**src/rtl/cpu_trace_buffer_pkg.sv**
```systemverilog
// Shared widths and helpers for the CPU trace buffer slice.
// A trace entry is {pc, reg0, seq}, so its width is derived from the two field widths.
package cpu_trace_buffer_pkg;

    localparam int DEF_DATA_W = 16;
    localparam int DEF_DEPTH  = 16;
    localparam int DEF_ADDR_W = 4;
    localparam int DEF_SEQ_W  = 8;

    function automatic int trace_width(input int data_w, input int seq_w);
        return 2 * data_w + seq_w;
    endfunction

endpackage

```
**src/rtl/cpu_trace_buffer_trace_fifo.sv**
```systemverilog
// Synchronous first-word-fall-through FIFO for packed trace entries.
// When empty, dout keeps showing the most recently popped entry instead of stale storage.
module cpu_trace_buffer_trace_fifo #(
    parameter int WIDTH  = 40,
    parameter int DEPTH  = 16,
    parameter int ADDR_W = 4
) (
    input  logic              clk,
    input  logic              rst,
    input  logic              clear,
    input  logic              push,
    input  logic              pop,
    input  logic [WIDTH-1:0]  din,
    output logic [WIDTH-1:0]  dout,
    output logic [ADDR_W:0]   count
);

    localparam logic [ADDR_W:0] FULL_COUNT = (ADDR_W + 1)'(DEPTH);

    logic [WIDTH-1:0]  mem [DEPTH];
    logic [WIDTH-1:0]  hold;
    logic [ADDR_W-1:0] wr_ptr;
    logic [ADDR_W-1:0] rd_ptr;
    logic              do_push;
    logic              do_pop;
    logic              empty;

    assign empty   = (count == '0);
    assign do_pop  = pop && !empty;
    assign do_push = push && ((count != FULL_COUNT) || do_pop);

    // When full, wr_ptr equals rd_ptr; the head is read combinationally before this write lands.
    always_ff @(posedge clk) begin
        if (do_push && !clear) begin
            mem[wr_ptr] <= din;
        end
    end

    always_ff @(posedge clk or negedge rst) begin
        if (!rst) begin
            wr_ptr <= '0;
            rd_ptr <= '0;
            count  <= '0;
            hold   <= '0;
        end else if (clear) begin
            wr_ptr <= '0;
            rd_ptr <= '0;
            count  <= '0;
            hold   <= '0;
        end else begin
            if (do_push) begin
                wr_ptr <= wr_ptr + 1'b1;
            end
            if (do_pop) begin
                rd_ptr <= rd_ptr + 1'b1;
                hold   <= mem[rd_ptr];
            end
            case ({do_push, do_pop})
                2'b10:   count <= count + 1'b1;
                2'b01:   count <= count - 1'b1;
                default: count <= count;
            endcase
        end
    end

    assign dout = empty ? hold : mem[rd_ptr];

endmodule

```
**src/rtl/cpu_trace_buffer.sv**
```systemverilog
// Trace monitor for cpu_behav: logs {pc, reg0, seq} on every PC change into a FIFO
// drained over valid/ready; captures lost to a full FIFO are counted and flagged.
module cpu_trace_buffer
    import cpu_trace_buffer_pkg::*;
#(
    parameter int DATA_W = DEF_DATA_W,
    parameter int DEPTH  = DEF_DEPTH,
    parameter int ADDR_W = DEF_ADDR_W,
    parameter int SEQ_W  = DEF_SEQ_W
) (
    input  logic              clk,
    input  logic              rst,
    input  logic [DATA_W-1:0] prog_cnt,
    input  logic [DATA_W-1:0] reg0,
    input  logic              capture_en,
    input  logic              clear,
    output logic              out_valid,
    input  logic              out_ready,
    output logic [DATA_W-1:0] out_pc,
    output logic [DATA_W-1:0] out_reg0,
    output logic [SEQ_W-1:0]  out_seq,
    output logic [ADDR_W:0]   count,
    output logic              overflow,
    output logic [DATA_W-1:0] drop_cnt
);

    localparam int              TRACE_W    = trace_width(DATA_W, SEQ_W);
    localparam logic [ADDR_W:0] FULL_COUNT = (ADDR_W + 1)'(DEPTH);

    logic [DATA_W-1:0]  last_pc;
    logic               armed;
    logic [SEQ_W-1:0]   seq;
    logic               cap;
    logic               pop;
    logic               push;
    logic               drop;
    logic               full;
    logic [TRACE_W-1:0] fifo_din;
    logic [TRACE_W-1:0] fifo_dout;

    // armed forces the very first enabled sample to be logged even if the PC matches last_pc.
    assign cap  = capture_en && (armed || (prog_cnt != last_pc));
    assign full = (count == FULL_COUNT);
    assign pop  = out_valid && out_ready;
    assign push = cap && (!full || pop);
    assign drop = cap && full && !pop;

    assign out_valid = (count != '0);
    assign fifo_din  = {prog_cnt, reg0, seq};

    // seq advances on drops too, so the consumer can spot gaps in the numbering.
    always_ff @(posedge clk or negedge rst) begin
        if (!rst) begin
            last_pc  <= '0;
            armed    <= 1'b1;
            seq      <= '0;
            overflow <= 1'b0;
            drop_cnt <= '0;
        end else if (clear) begin
            last_pc  <= '0;
            armed    <= 1'b1;
            seq      <= '0;
            overflow <= 1'b0;
            drop_cnt <= '0;
        end else begin
            if (cap) begin
                last_pc <= prog_cnt;
                armed   <= 1'b0;
                seq     <= seq + 1'b1;
            end
            if (drop) begin
                overflow <= 1'b1;
                if (drop_cnt != '1) begin
                    drop_cnt <= drop_cnt + 1'b1;
                end
            end
        end
    end

    cpu_trace_buffer_trace_fifo #(
        .WIDTH  (TRACE_W),
        .DEPTH  (DEPTH),
        .ADDR_W (ADDR_W)
    ) u_fifo (
        .clk   (clk),
        .rst   (rst),
        .clear (clear),
        .push  (push),
        .pop   (pop),
        .din   (fifo_din),
        .dout  (fifo_dout),
        .count (count)
    );

    assign {out_pc, out_reg0, out_seq} = fifo_dout;

endmodule

```
**config.mk**
```make
export PLATFORM = sky130hd
export DESIGN_NAME = cpu_trace_buffer
export DESIGN_NICKNAME = d
export VERILOG_FILES = /design/src/rtl/cpu_trace_buffer_pkg.sv /design/src/rtl/cpu_trace_buffer_trace_fifo.sv /design/src/rtl/cpu_trace_buffer.sv
export SDC_FILE = /design/constraint.sdc
export NUM_CORES = 1
export LEC_CHECK = 0
export BUFFER_PORTS_ARGS = -buffer_cell sky130_fd_sc_hd__clkbuf_2
export CORE_MARGIN = 8
export CORE_UTILIZATION = 40
export CTS_CLUSTER_DIAMETER = 60
export DETAILED_ROUTE_END_ITERATION = 12
export PLACE_DENSITY = 0.6
export SLEW_MARGIN = 20
export SYNTH_ARGS = -nofsm -noshare
export SYNTH_HDL_FRONTEND = slang
export SYNTH_SLANG_ARGS = --single-unit
```
**constraint.sdc**
```tcl
create_clock -name clk -period 6.54 [get_ports clk]
set_input_delay 0.981 -clock clk [delete_from_list [all_inputs] [get_ports clk]]
set_output_delay 0.981 -clock clk [all_outputs]
set_load 0.03 [all_outputs]
```
Yosys cells after proc, flatten, opt, wreduce, memory -nomap -nowiden
Memories as Yosys holds them, arrays and structs flattened.
Cells that the tools add are included.
{ "totals": {"reg_bits": 95, "out_inout_bits": 63, "mem_bits_rw": 640, "inputBits": 37, "memories": 1} }
{ "memory_table": {"columns": ["memory", "words", "width", "rd", "rd_ports_with_merged_regs", "wr", "line", "text"], "rows": [
  ["u_fifo.mem", 16, 40, 1, 0, 1, "cpu_trace_buffer_trace_fifo.sv:20", "logic [WIDTH-1:0] mem [DEPTH];"]
]} }
{ "classes": {"n_addsub": 6, "mux": 22, "n_eq_ne": 6, "reduce_logical": 24} }
{ "op_table": {"columns": ["op", "n"], "rows": [
  ["two-way mux 40 bit", 3],
  ["two-way mux 16 bit", 5],
  ["adder 16 x 1 -> 16 bit, second input constant", 1],
  ["two-way mux 4 bit", 4],
  ["two-way mux 8 bit", 2],
  ["inequality test 16 bit", 1],
  ["inequality test 16 bit, second input constant", 1],
  ["one-hot mux 5 bit (2 select lines)", 1],
  ["nonzero test 2 bit", 5],
  ["adder 4 x 1 -> 4 bit, second input constant", 2],
  ["adder 8 x 1 -> 8 bit, second input constant", 1],
  ["logical AND 1 bit", 8],
  ["two-way mux 1 bit", 6],
  ["adder 5 x 1 -> 5 bit, second input constant", 1],
  ["equality test 5 bit, second input constant", 1],
  ["logical NOT 5 bit", 1],
  ["two-way mux 5 bit", 1],
  ["inequality test 5 bit, second input constant", 1],
  ["nonzero test 5 bit", 1],
  ["subtractor 5 x 1 -> 5 bit, second input constant", 1],
  ["logical NOT 1 bit", 4],
  ["logical OR 1 bit", 3],
  ["nonzero test 3 bit", 1],
  ["equality test 2 x 1 -> 1 bit, second input constant", 1],
  ["other kinds (2)", 2]
]} }

Longest topological paths before layout
Gate-level depths: netlist (run 1).
{ "logic_depth": {"word_depth": 8, "depth_mapped": 15} }

Hierarchy
A second synthesis (run 1) with hierarchy kept.
{ "hier_totals": {"cells_unflattened": 1543, "area_unflattened_um2": 29822.4} }
{ "modules_own_cells": {"columns": ["mod", "seq_area_each_um2", "area_per_inst_um2", "n_inst", "cells_per_inst"], "rows": [
  ["cpu_trace_buffer_trace_fifo", 20544.7, 27453.8, 1, 1312],
  ["cpu_trace_buffer", 1052.3, 2368.5, 1, 231]
]} }

Worst setup path before layout (run 1)
Ideal clock, no wire load.
{ "synth_timing": {"path_type": "input to register", "startpoint": "input prog_cnt[1]", "endpoint": "memory u_fifo.mem[3][0] (enable)", "setup_time_ns": 0.537, "t_arrival_ns": 5.615, "cell_stages": 7, "path_slack_ns": 0.388, "cell_sequence": "xor2_1 -> nor4_1 -> nand3_1 -> o21ai_2 -> or2_1 -> buf_2 -> nor4_1"} }
{ "synth_between": {"elab_chain_cells": 8} }
{ "synth_lines": {"columns": ["element", "line", "text"], "rows": [
  ["start: declaration", "cpu_trace_buffer.sv:13", "input logic [DATA_W-1:0] prog_cnt,"],
  ["inequality test 16 bit", "cpu_trace_buffer.sv:42", "assign cap = capture_en && (armed || (prog_cnt != last_pc));"],
  ["logical OR 1 bit", "cpu_trace_buffer.sv:42", null],
  ["logical AND 1 bit", "cpu_trace_buffer.sv:42", null],
  ["logical AND 1 bit", "cpu_trace_buffer.sv:45", "assign push = cap && (!full || pop);"],
  ["logical AND 1 bit", "cpu_trace_buffer_trace_fifo.sv:30", "assign do_push = push && ((count != FULL_COUNT) || do_pop);"],
  ["logical AND 1 bit", "cpu_trace_buffer_trace_fifo.sv:34", "if (do_push && !clear) begin"],
  ["two-way mux 1 bit", "cpu_trace_buffer_trace_fifo.sv:34", null],
  ["two-way mux 1 bit (not written as such)", "cpu_trace_buffer_trace_fifo.sv:35", "mem[wr_ptr] <= din;"],
  ["end: declaration", "cpu_trace_buffer_trace_fifo.sv:20", null]
]} }
No other way between the ends.

Final worst setup path (run 1)
{ "layout_timing": {"startpoint": "register u_fifo.rd_ptr[1]", "endpoint": "output out_pc[3]"} }
{ "layout_between": {"elab_chain_cells": 2} }
{ "layout_lines": {"columns": ["element", "line", "text"], "rows": [
  ["start: declaration", "cpu_trace_buffer_trace_fifo.sv:23", "logic [ADDR_W-1:0] rd_ptr;"],
  ["start signal: assignment", "cpu_trace_buffer_trace_fifo.sv:55", "rd_ptr <= rd_ptr + 1'b1;"],
  ["memory (16 x 40 bit)", null, null],
  ["two-way mux 40 bit", "cpu_trace_buffer_trace_fifo.sv:66", "assign dout = empty ? hold : mem[rd_ptr];"],
  ["end: declaration", "cpu_trace_buffer.sv:19", "output logic [DATA_W-1:0] out_pc,"]
]} }
No other way between the ends.

==> results.md, run 1 <==
- Status: complete, no violations
- CP Capture Type: primary output
- Minimum clock period: 4.75 ns
- Gr usage total: 16.5%
- Area growth from synthesis to layout: 14.1%
- Final setup fails: 0
- Combinational share of power: 25.3%
- H-tree Lvls: 3
- Avg WL per Cell: 23.9 microns
- CTS tree: yes
- WHS: 0.333 ns
- CTS sink cnt: 735
- Worst rel slew slack: 33.6%
- Placed Instances: 2739
- Area post-placement: 0.0312 sq mm
- Post-CTS Setup Bufs: 0
- Reg2Reg Setup Slack: 2.98 ns
- Critical-path top delay cell: dfrtp_4
- IO Port Bufs: 99
- # IOs: 100
- Initial antenna violation count: 2
- Routed Antenna Nets: 0
- WL final: 69100 microns
- Synth Instances: 1739
- Worst Path Arrival: 3.77 ns
- Clk slew on worst S/H paths: 0.06 ns
- Startpoint types: register
- Max-cap violations: 0
- Synthesized area per cell: 17.1 sq um
- Post_cts resized: 0
- Final Hold Fails: 0
- DRT iter0 DRCs: 1054
- R2R Path End: u_fifo.count[4]
- Max Root-Sink Buffers: 3
- Diodes inserted: 0
- Stages on worst setup path: 7
- Slew Limit Fails: 0
- Die area: 0.0832 sq mm
- Die height: 288 microns
- Leak pwr: 11.4 nW
- DR pass1 iterations: 5
- Clk_skew: 0.0227 ns
- RSZ-0062 raised after global routing: no
- Final nets: 1899
- Most frequent cells in the layout: edfxtp_1 (640), mux2i_1 (140), nor2_1 (135)
- Dpl hpwl: 38500 microns
- Proportion of layout cells with a drive suffix above 1: 23.8%
- Synth warn: 0
- TNS Setup: 0 ns
- Row cnt: 100
- Vias: 15710
- R2R cell count: 12
- Crit Path Category: reg2out
- Internal Power: 9.23 mW
- Unique cell type count in the Yosys netlist: 46
- Total gr overflow: 0
- FMAX: 211 MHz
- Initial core utilization: 40.1%
- Cell area power density: 391 mW/mm^2
- Primary FF master, synth: edfxtp_1
- Worst path max stage delay: 0.83 ns
- Post-synthesis sequential area ratio: 72.8%
- Ys async rst share: 12.9%
- Sequential power share: 41.3%
- Switch Pwr: 4.01 mW
- Core area: 0.0739 sq mm
- Worst endpoint required time: 5.56 ns
- Largest net degree at the start of global routing: 74
- Post-Syn Nets: 1785
- Num CTS Buffers: 81
- Least-Margin Pin Slew: 0.994 ns
- Period Utilization, post-route: 72.6%
- Worst-path maximum fanout: 42
- Vias in the first global route: 16274
- Final non-filler cell total: 2891
- Worst min-delay path class: in2async
- First-pass GRT wire length: 104000 microns
- Top Family by Delay on Critical Path: simple AND/OR/NAND/NOR gates
- Vias per std cell: 5.43
- Max VDD drop: 0.332 mV
- Die extent in x: 288 microns
- Hold Buf Count CTS: 0
- Detailed-route DRC error count: 0
- Clock latency on the worst-skew pair: 0.62 ns
- Clock Power Share: 33.4%
- FF+latch count, synth: 735
- Post-synth EDFFs: 640
- Switching Fraction: 30.3%
- Fin area: 0.0339 sq mm
- WP buf/inv: 2
- Final Wtd Congestion: 0.742
- Worst-path cell chain: and2_2 -> buf_4 -> a221oi_1 -> a22oi_1 -> nand2_1 -> mux2_2 -> clkbuf_2
- Synth Cell Area: 0.0297 sq mm
- Most common cell after layout, fill and taps aside: edfxtp_1
- Reg2reg start: u_fifo.count[1]
- CTS Root Cell: clkbuf_16
final cells by class:
type                    count  area, sq um
flip-flops and latches    735        21600
clock buffers             115         2280
fillers                  6291        40100
well taps                 969         1210
inverters                   8         32.5
multi-input cells         892         7570
clock inverters            37          335
repair buffers            135          821
worst max-delay path by stage:
stage	startpoint	end	slack, ns
final	u_fifo.rd_ptr[1]	out_pc[3]	1.79
after global routing	u_fifo.rd_ptr[1]	out_pc[3]	1.60
after CTS	u_fifo.rd_ptr[2]	out_reg0[12]	1.73
after detailed placement	prog_cnt[1]	u_fifo.mem[2][8]	2.14
after global placement	prog_cnt[1]	u_fifo.mem[2][8]	2.18
after floorplan	prog_cnt[1]	u_fifo.mem[3][0]	0.39
power groups by stage:
stage	combinational (mW)	sequential (mW)	clock (mW)
floorplan	2.61	5.47	0
global placement	3.40	5.56	0
detailed placement	3.42	5.57	0
CTS	3.43	5.47	4.52
global route	3.62	5.49	4.69
finish	3.35	5.47	4.42
logic make-up (layout without fill, tap and decap cells):
| kind of cell | count (synthesis) | after routing | share of synthesized area [%] |
|---|---|---|---|
| muxes | 301 | 301 | 13.9 |
| DFF | 735 | 735 | 72.8 |
| and+or+nand+nor | 318 | 318 | 5.08 |
| adders and majority gates | 9 | 9 | 0.379 |
| AOI/OAI and AO/OA | 218 | 218 | 4.57 |
| buffers and inverters | 112 | 295 | 1.97 |
| xor gates and xnor gates | 46 | 46 | 1.36 |
cells in the mapped netlist (all sizes together), types with 27 or more instances:
library cell	n	area, sq um
a21oi	50	250
a221oi	40	350
a22oi	40	300
buf	44	327
clkbuf	60	225
dfrtp	94	2350
edfxtp	640	19200
mux2	81	912
mux2i	140	1400
mux4	80	1800
nand2	60	225
nor2	137	522
nor3	59	340
o21ai	85	433
xnor2	27	236
sequential cells by signal, summed over array words and instances (netlist names):
signal         count
u_fifo.mem       640
u_fifo.hold       40
drop_cnt          16
last_pc           16
seq                8
u_fifo.count       5
u_fifo.rd_ptr      4
u_fifo.wr_ptr      4
armed              1
overflow           1
metal layers:
layer / GRT usage [%] / vias to the layer above / part of all wire [%]
li1: - / 7051 / -
met1: 21.4 / 8180 / 43
met2: 28.3 / 367 / 50
met3: 3.36 / 108 / 5.1
met4: 4.33 / 4 / 2.2
met5: 0 / - / 0.039
through the flow:
stage	utilization [%]	setup slack (ns)	power, mW
finish	45.8	1.79	13.2
global route	45.8	1.60	13.8
CTS	45.8	1.73	13.4
detailed placement	42.2	2.14	8.98
global placement	42.2	2.18	8.96
floorplan	-	0.388	8.08
(Power assumes the default switching activity.)
==> run 2: changes to the inputs <==
- ABC_AREA: unset -> 1
- PLACE_DENSITY: 0.6 -> 0.63
- clock period: 6.54 -> 4 ns (I/O delays scaled with it)
==> results.md, run 2 <==
- Final Hold Fails: 0
- # IOs: 100
- Total gr overflow: 0
- DR pass1 iterations: 5
- Primary FF master, synth: edfxtp_1
- Clock Power Share: 32.0%
- Synth cell count leaders: edfxtp_1 (640), nand2_1 (442), o21ai_0 (265)
- Worst-path maximum fanout: 178
- Hold Buf Count CTS: 0
- FF+latch count, synth: 735
- Clk slew on worst S/H paths: 0.06 ns
- Detailed-route DRC error count: 0
- Die height: 288 microns
- Reg2Reg Setup Slack: 0.92 ns
- R2R Path End: u_fifo.mem[4][23]
- Die area: 0.0827 sq mm
- Area post-placement: 0.0314 sq mm
- Least-Margin Pin Slew: 0.849 ns
- Post-Syn Nets: 2449
- Post-CTS Setup Bufs: 0
- CTS sink cnt: 735
- Crit Path Category: reg2out
- Initial core utilization: 40.4%
- RSZ-0062 raised after global routing: no
- Most frequent cells in the layout: edfxtp_1 (640), nand2_1 (439), o21ai_0 (265)
- CTS tree: yes
- Status: complete, no violations
- Initial antenna violation count: 1
- Internal Power: 14.0 mW
- Fin util: 46.4%
- Number of fill cells: 6344
- Dominant cells by area after synthesis: edfxtp_1 (65%), dfrtp_1 (8.0%), nand2_1 (5.6%), o21ai_0 (4.5%), nor2_1 (2.6%)
- Synthesized area per cell: 12.3 sq um
- Vias: 19353
- Cell area power density: 632 mW/mm^2
- Final nets: 2540
- Ys async rst share: 12.9%
- DRT iter0 DRCs: 1914
- Minimum clock period: 3.70 ns
- CP startpoint: u_fifo.rd_ptr[0]
- Combinational share of power: 27.1%
- Synth top area share: 65.2%
- Max VDD drop: 0.643 mV
- Post-synth EDFFs: 640
- Count leader, synth: edfxtp_1
- Worst rel slew slack: 43.4%
- Cell taking the most area after synthesis: edfxtp_1
- Die extent in x: 288 microns
- Reg2reg start: u_fifo.count[2]
- Post-synthesis sequential area ratio: 73.2%
- Row cnt: 99
- IO Port Bufs: 99
- Slew Limit Fails: 0
- Post_cts resized: 0
- Multi-input gate area: 0.00703 sq mm
- Vias in the first global route: 19119
- Avg WL per Cell: 21.6 microns
- H-tree Lvls: 3
- Vias per std cell: 5.50
- Core area: 0.0730 sq mm
- Max-cap violations: 0
- Most common cell after layout, fill and taps aside: edfxtp_1
- Gr usage total: 18.0%
- Regs by FF count: u_fifo.mem (640), u_fifo.hold (40)
- Unique cell type count in the Yosys netlist: 43
- Synth Instances: 2403
- Worst Path Arrival: 3.10 ns
- Sequential power share: 40.9%
- FMAX: 271 MHz
- Synth warn: 0
- WP buf/inv: 2
- Final Wtd Congestion: 0.808
- Switch Pwr: 7.41 mW
- Max Root-Sink Buffers: 3
- First-pass GRT wire length: 115000 microns
- Worst path max stage delay: 0.55 ns
- Worst min-delay path class: in2async
- Synth Cell Area: 0.0295 sq mm
- Fin area: 0.0338 sq mm
- Period Utilization, post-route: 92.4%
- Largest net degree at the start of global routing: 179
- Clk_skew: 0.0222 ns
- Area growth from synthesis to layout: 14.7%
- Critical-path top delay cell: buf_12
- Worst endpoint required time: 3.40 ns
- Register Area: 0.0216 sq mm
- CP Capture Type: primary output
- Switching Fraction: 34.7%
- Clock latency on the worst-skew pair: 0.61 ns
- Startpoint types: register
- Proportion of layout cells with a drive suffix above 1: 12.2%
- Final setup fails: 0
- R2R cell count: 9
- Leak pwr: 12.0 nW
- Critical Path Most Common Cell: nand2_1
- Dpl hpwl: 42200 microns
- Worst Setup Slack, final: 0.303 ns
- Max reg flops: 640
- Top Family by Delay on Critical Path: compound AO/OA/AOI/OAI gates
- CTS Root Cell: clkbuf_16
- Num CTS Buffers: 77
- Register bank with the most flops: u_fifo.mem
- Worst-path cell chain: buf_12 -> a21oi_1 -> a221oi_1 -> o21ai_1 -> nand2_1 -> nand2_1 -> o21ai_0 -> clkbuf_2
- Stages on worst setup path: 8
- Routed Antenna Nets: 0
- DP Worst Slack: 0.648 ns
- WL final: 75800 microns
run 2: area by class of cell:
| cell class | instances | area share, % |
|---|---|---|
| Sequential cell | 735 | 63.9 |
| Multi-Input combinational cell | 1412 | 20.8 |
| Clock buffer | 98 | 6.08 |
| Tap cell | 959 | 3.55 |
| Timing Repair Buffer | 156 | 3.40 |
| Inverter | 112 | 1.27 |
| Clock inverter | 43 | 1.05 |
| Antenna cell | 1 | 0.00740 |
run 2: layer usage:
metal | part of all wire [%] | track usage (%) | up-vias
met5 | 0 | 0 | -
met4 | 2.2 | 5.23 | 0
li1 | - | - | 8925
met3 | 6.8 | 3.57 | 121
met1 | 44 | 24.3 | 9643
met2 | 47 | 29.2 | 664
run 2: kinds of logic after synthesis:
family / Yosys count / synth area share, %
compound gates: 574 / 11.1
mux: 1 / 0.0339
buf+inv: 256 / 3.44
simple gates: 817 / 11.5
flops: 735 / 73.2
fa+ha+maj: 9 / 0.382
xor+xnor: 11 / 0.327
run 2: worst reg2reg max path: stages, from the launching register on:
cell,delay [ns]
dfrtp_1,0.51
nor2_4,0.09
nand3_4,0.43
nand2_4,0.21
nand4_2,0.15
nand2_1,0.13
nor2_1,0.27
nand2_1,0.30
nor2_4,0.16
buf_4,0.43
run 2: how the worst max path moves through the flow:
stage                   endpoint  slack [ns]
6_report             out_reg0[5]        0.30
5_1_grt               out_seq[0]       0.003
4_1_cts               out_seq[0]        0.28
3_5_place_dp   u_fifo.mem[4][22]        0.65
3_3_place_gp   u_fifo.mem[4][22]        0.69
2_1_floorplan   u_fifo.mem[1][0]       -0.83
run 2: metrics by stage:
| stage | hold slack (ns) | total power, mW | TNS (ns) | instances |
|---|---|---|---|---|
| CTS | 0.0912 | 21.5 | 0 | 3515 |
| global placement | 0.459 | 14.6 | 0 | 3374 |
| detailed placement | 0.465 | 14.7 | 0 | 3374 |
| global route | 0.132 | 22.4 | 0 | 3516 |
| floorplan | 0.304 | 12.8 | -132.20 | 2403 |
| finish | 0.0932 | 21.4 | 0 | 3516 |
run 2: power by group through the flow:
stage	Sequential (mW)	Combinational [mW]	Clock, mW
finish	8.74	5.79	6.83
global route	8.77	6.42	7.23
CTS	8.74	5.85	6.95
detailed placement	8.90	5.83	0
global placement	8.89	5.73	0
floorplan	8.90	3.88	0
